File: src/rtl/fetch_queue.sv
// -----------------------------------------------------------------------------
// fetch_queue
//
// Instruction prefetch queue sitting between the fetch stage and the decode
// pipeline register. Fetch pushes {instruction, PC+4} pairs while there is
// room, decode pops one entry per cycle unless stalled, and a branch/jump
// redirect (flush) discards every queued entry so no wrong-path instruction
// reaches decode.
//
// Ports:
//   clk            rising-edge clock
//   rst_n          asynchronous active-low reset (clears pointers and count)
//   in_valid       fetch presents a valid entry
//   in_instr       fetched instruction
//   in_pc_plus_4   PC+4 of that instruction
//   in_ready       queue accepts a push this cycle (count != DEPTH)
//   flush          redirect; empties the queue at the next edge
//   out_ready      decode register captures this cycle (~StallD)
//   out_valid      head entry is valid (count != 0)
//   out_instr      head instruction, 0 (nop) when empty
//   out_pc_plus_4  head PC+4, 0 when empty
//   count          occupancy, 0..DEPTH
// -----------------------------------------------------------------------------
module fetch_queue #(
    parameter int DEPTH = 4,
    parameter int CW    = $clog2(DEPTH) + 1
) (
    input  logic          clk,
    input  logic          rst_n,
    input  logic          in_valid,
    input  logic [31:0]   in_instr,
    input  logic [31:0]   in_pc_plus_4,
    output logic          in_ready,
    input  logic          flush,
    input  logic          out_ready,
    output logic          out_valid,
    output logic [31:0]   out_instr,
    output logic [31:0]   out_pc_plus_4,
    output logic [CW-1:0] count
);

    localparam int AW = $clog2(DEPTH);

    logic [63:0]   mem_r [DEPTH];
    logic [AW-1:0] wp_r;
    logic [AW-1:0] rp_r;
    logic [CW-1:0] count_r;
    logic          push_s;
    logic          pop_s;
    logic [63:0]   head_s;

    // Handshake decode; ready and valid come from the registered count only,
    // so out_ready never reaches in_ready combinationally.
    always_comb begin
        in_ready  = (count_r != CW'(DEPTH));
        out_valid = (count_r != CW'(0));
        push_s    = in_valid && in_ready && !flush;
        pop_s     = out_valid && out_ready && !flush;
    end

    // Head read; an empty queue presents a zero (nop) bubble to decode.
    always_comb begin
        head_s = 64'h0000_0000_0000_0000;
        if (out_valid) begin
            head_s = mem_r[rp_r];
        end else begin
            head_s = 64'h0000_0000_0000_0000;
        end
        out_instr     = head_s[63:32];
        out_pc_plus_4 = head_s[31:0];
    end

    assign count = count_r;

    // Storage write; contents are intentionally left untouched by reset and
    // flush since the pointers alone decide what is visible.
    always_ff @(posedge clk) begin
        if (push_s) begin
            mem_r[wp_r] <= {in_instr, in_pc_plus_4};
        end
    end

    // Write pointer; wraps naturally modulo DEPTH (DEPTH is a power of two).
    always_ff @(posedge clk or negedge rst_n) begin
        if (!rst_n) begin
            wp_r <= AW'(0);
        end else if (flush) begin
            wp_r <= AW'(0);
        end else if (push_s) begin
            wp_r <= wp_r + AW'(1);
        end
    end

    // Read pointer; held while decode stalls so the head stays stable.
    always_ff @(posedge clk or negedge rst_n) begin
        if (!rst_n) begin
            rp_r <= AW'(0);
        end else if (flush) begin
            rp_r <= AW'(0);
        end else if (pop_s) begin
            rp_r <= rp_r + AW'(1);
        end
    end

    // Occupancy count; flush wins over any push/pop in the same cycle.
    always_ff @(posedge clk or negedge rst_n) begin
        if (!rst_n) begin
            count_r <= CW'(0);
        end else if (flush) begin
            count_r <= CW'(0);
        end else begin
            case ({push_s, pop_s})
                2'b10:   count_r <= count_r + CW'(1);
                2'b01:   count_r <= count_r - CW'(1);
                default: count_r <= count_r;
            endcase
        end
    end

endmodule

File: config.mk
export PLATFORM = sky130hd
export DESIGN_NAME = fetch_queue
export DESIGN_NICKNAME = d
export VERILOG_FILES = /design/src/rtl/fetch_queue.sv
export SDC_FILE = /design/constraint.sdc
export NUM_CORES = 1
export LEC_CHECK = 0
export ABC_AREA = 1
export BUFFER_PORTS_ARGS = -buffer_cell sky130_fd_sc_hd__buf_2
export CAP_MARGIN = 20
export CORE_MARGIN = 2
export CORE_UTILIZATION = 57
export CTS_CLUSTER_SIZE = 28
export DETAILED_ROUTE_END_ITERATION = 8
export PLACE_DENSITY = 0.79
export SETUP_SLACK_MARGIN = 0.1
export SLEW_MARGIN = 15
export SYNTH_ARGS = -nofsm -noshare
export SYNTH_HDL_FRONTEND = slang
export SYNTH_SLANG_ARGS = --single-unit
File: constraint.sdc
create_clock -name clk -period 4.47 [get_ports clk]
set_clock_uncertainty 0.15 [all_clocks]
set_input_delay 1.1175 -clock clk [delete_from_list [all_inputs] [get_ports clk]]
set_output_delay 1.1175 -clock clk [all_outputs]
set_load 0.005 [all_outputs]
; ---- Yosys cells after proc, flatten, opt, wreduce, memory -nomap -nowiden
; Memory sizes are Yosys's and may differ from the RTL's.
; Index checks and enable logic that the tools add are counted.
[totals]
in_bits = 69
ramBits = 256
ff_bits = 7
elab_cells = 29
output_inout_bits = 69
memories = 1
[memory_table]
columns = name, words, word_bits, rd, rd_ports_with_merged_regs, wr, line_no
row1 = mem_r, 4, 64, 1, 0, 1, 44  ; logic [63:0] mem_r [DEPTH];
[classes]
addsub = 4
reduce_logical = 9
muxes = 9
n_eq_ne = 3
[ops]
columns = op, n
row1 = $mux 64, 1
row2 = $mux 2, 4
row3 = $pmux 3 s2, 1
row4 = $reduce_bool 3->1, 2
row5 = $add 2x1->2 const B, 2
row6 = $logic_and 1x1->1, 4
row7 = $reduce_bool 2->1, 2
row8 = $add 3x1->3 const B, 1
row9 = $mux 3, 1
row10 = $ne 3x3->1 const B, 1
row11 = $sub 3x1->3 const B, 1
row12 = $eq 2x1->1 const B, 1
row13 = $eq 2x2->1 const B, 1
row14 = $mux 1, 2
row15 = $logic_not 1->1, 1

; ---- Longest topological paths before layout
[logic_depth]
word_depth = 6
mapped_depth = 12
depth_no_buf = 12

; ---- Worst setup path after synthesis
; OpenSTA, ideal clock, no wires.
[synth_path]
path_kind = input to register
from = input in_valid
to = memory mem_r[0][0] (enable)
setup_ns = 0.486
path_buffers = 0
t_arrival_ns = 4.105
path_stages = 4
required_time_ns = 3.834
slack_ns = -0.271
path_cell_list = nand2_1 nor2_1 inv_1 nor2_1
[synth_via]
elab_chain_cells = 4
[synth_lines]
columns = item, line_no
row1 = start: declaration, 30  ; input logic in_valid,
row2 = $logic_and 1x1->1 (2 in series), 57  ; push_s = in_valid && in_ready && !flush;
row3 = $mux 1, 78  ; if (push_s) begin
row4 = $mux 1 (not written as such), 79  ; mem_r[wp_r] <= {in_instr, in_pc_plus_4};
row5 = end: declaration, 44
; No other way between the ends.

; ---- Final worst setup path
[layout_path]
from = register rp_r[0]
to = output out_instr[21]
[layout_via]
elab_chain_cells = 2
[layout_lines]
columns = item, line_no
row1 = start: declaration, 46  ; logic [AW-1:0] rp_r;
row2 = start signal: assignment, 101  ; rp_r <= rp_r + AW'(1);
row3 = $mem_v2 4x64, -
row4 = $mux 64, 64  ; if (out_valid) begin
row5 = end: declaration, 37  ; output logic [31:0] out_instr,
; No other way between the ends.

==> results.sh <==
export IMPL_status="finished clean"
export IMPL_routed_wl_met2_um=10600
export IMPL_max_slew_worst_pin_slew_ns=0.811
export IMPL_vdd_ir_drop_max_uv=366
export IMPL_cp_max_fo=48
export IMPL_detail_route_antenna_nets=0
export IMPL_finalHoldViolCount=0
export IMPL_antenna_found_initial=4
export IMPL_timing_final_crit_share_pct=85.0
export IMPL_yosys_warnings=0
export IMPL_pwr_density_cell_nw_per_um2=562
export IMPL_num_io_pins=138
export IMPL_worstSetupPathType="register to output port"
export IMPL_reg2reg_depth=7
export IMPL_startpoint_type="register"
export IMPL_synthCells=818
export IMPL_clk_pin_slew_ns=0.06
export IMPL_io_buffer_count=137
export IMPL_dp_hpwl_um=11500
export IMPL_holdWs_ns=0.281
export IMPL_min_path_type="input port to async pin"
export IMPL_maxCapViolCount=0
export IMPL_p_leak_nw=4.42
export IMPL_ys_seq_area_share_pct=76.1
export IMPL_syn_nets=892
export IMPL_clk_latency_ns=0.51
export IMPL_worstPathRequired_ns=3.20
export IMPL_cpPeakStageDelay_ns=0.77
export IMPL_cts_made_buffers=26
export IMPL_die_area_um2=19200
export IMPL_path_depth=6
export IMPL_worst_r2r_endpoint="mem_r[1][38]"
export IMPL_ys_ff_latch=263
export IMPL_cts_setup_buffers=0
export IMPL_wl_um=20700
export IMPL_first_pass_iters=5
export IMPL_slowest_stage="dfrtp_4"
export IMPL_rsz0062_at_grt="no"
export IMPL_met1Wirelength_um=7990
export IMPL_design_area_um2=12100
export IMPL_cp_arrival_ns=2.53
export IMPL_cts_resized=0
export IMPL_vias_per_cell=5.46
export IMPL_drc=0
export IMPL_row_count=49
export IMPL_gp_routability_congestion=0.815
export IMPL_num_vias=6557
export IMPL_grt_max_degree=98
export IMPL_end_kind="output port"
export IMPL_crit_start="rp_r[0]"
export IMPL_core_area_um2=17900
export IMPL_nFillCells=1265
export IMPL_top_layer="met5"
export IMPL_drv_slew=0
export IMPL_critical_path_top_delay_family="flip-flops"
export IMPL_wire_per_inst_um=17.2
export IMPL_crit_top_cell="nor2_1"
export IMPL_holdBufCountCts=0
export IMPL_reg2reg_slack_ns=2.08
export IMPL_grt_total_usage_pct=21.1
export IMPL_routed_wl_met3_um=1580
export IMPL_cts_sinks=263
export IMPL_avgSynthCellArea_um2=12.6
export IMPL_clock_tree_root_cell="clkbuf_16"
export IMPL_die_height_um=139
export IMPL_overflow=0
export IMPL_grt_pass1_vias=6424
export IMPL_start_util_pct=57.7
export IMPL_maxClockFrequency_mhz=263
export IMPL_setup_tns_ns=0
export IMPL_chipWidth_um=139
export IMPL_drive_gt1_share_pct=19.9
export IMPL_slew_headroom_pct=46.0
export IMPL_place_inst=1149
export IMPL_htreeDepth=1
export IMPL_period_needed_ns=3.80
export IMPL_synth_cell_type_count=19
export IMPL_grt_pass1_wl_um=32400
export IMPL_nets=1022
export IMPL_syn2layout_area_growth_pct=17.4
export IMPL_syn_area_um2=10300
export IMPL_path_buf_inv=2
export IMPL_finalSetupViolations=0
export IMPL_crit_chain="buf_4, nor2_1, nor2_1, o21ai_0, a21oi_1, buf_2"
export IMPL_cts_tree="yes"
export IMPL_placed_cell_area_um2=11300
export IMPL_power_total_w=0.00682
export IMPL_drtIter0Drc=538
export IMPL_clockBufferDepth=3
export IMPL_rr_startpoint="count[0]"
export IMPL_fin_cells=1200
==> layout make-up <==
cell class	instances	area (um^2)	share of cell area [%]
clock inverters	14	164	1.35
diodes	3	7.51	0.0619
flip-flops and latches	263	7870	64.9
inverters	14	53.8	0.443
well taps	229	287	2.36
multi-input cells	493	2190	18.1
repair buffers	150	858	7.08
clock buffers	34	702	5.79
==> cell usage in the layout (no fill, tap or decap) <==
cell	synthesis	final
a21boi_0	1	1
fa_1	1	1
clkbuf_1	14	7
bufinv_16	0	4
buf_12	0	6
buf_4	14	7
nand3_1	2	2
nor2_1	263	259
nand2_1	22	22
buf_2	12	137
xnor2_1	1	1
ha_1	4	4
edfxtp_1	256	256
clkinv_1	0	7
clkbuf_16	0	27
clkinv_2	0	3
nor2_4	0	4
diode_2	0	3
o21ai_0	129	129
inv_2	2	2
inv_1	12	11
clkinvlp_4	0	1
o21ai_1	3	3
a21oi_1	67	67
dfrtp_2	0	1
dfrtp_1	7	5
dfrtp_4	0	1
==> worst reg2reg max path, cell delays in order, from the launching register on <==
cell,delay [ns]
dfrtp_1,0.43
nor2_1,0.09
nand2_1,0.08
nand2_1,0.10
nor2_1,0.18
inv_1,0.20
nor2_4,0.49
buf_4,0.35
==> cells in the mapped netlist, drive strengths merged <==
cell type,instances,area share (%)
a21boi,1,0.073
a21oi,67,3.2
buf,34,2.0
clkbuf,14,0.51
dfrtp,7,1.7
edfxtp,256,74
fa,1,0.19
ha,4,0.48
inv,14,0.51
nand2,22,0.80
nand3,2,0.097
nor2,263,9.6
o21ai,132,6.4
xnor2,1,0.085
==> sequential cells by signal, indices dropped and copies added (netlist names) <==
register and cells:
mem_r 256, rp_r 2, wp_r 2, count 3
==> power breakdown <==
group	internal [W]	switching, W	leakage [nW]
Sequential	0.00286	0.0000879	2.41
Combinational	0.000614	0.00108	1.59
Clock	0.00133	0.000841	0.416
==> kinds of logic after synthesis <==
logic type      Yosys count  share of synthesized area, %
flops                   263                          76.1
xor+xnor                  1                        0.0848
compound gates          200                          9.71
fa+ha+maj                 5                         0.678
simple gates            287                          10.5
buf+inv                  62                          2.98
==> worst max path at each step <==
stage | endpoint | slack (ns)
6_report | out_instr[21] | 0.67
5_1_grt | out_instr[17] | 0.48
4_1_cts | out_pc_plus_4[10] | 0.68
3_5_place_dp | out_pc_plus_4[10] | 1.22
3_3_place_gp | out_instr[31] | 1.29
2_1_floorplan | mem_r[0][0] | -0.27
==> routing by layer <==
layer / vias up / GRT usage, %
met4: 2 / 7.50
met5: - / 0
li1: 3150 / -
met2: 253 / 37.1
met3: 43 / 4.14
met1: 3109 / 26.5
==> per-stage QoR <==
stage / setup WS, ns / util, %
global route: 0.477 / 67.7
detailed placement: 1.22 / 62.9
global placement: 1.29 / 62.9
floorplan: -0.271 / -
finish: 0.670 / 67.8
CTS: 0.681 / 67.7
No activity file was read; power rests on OpenSTA's default activity.
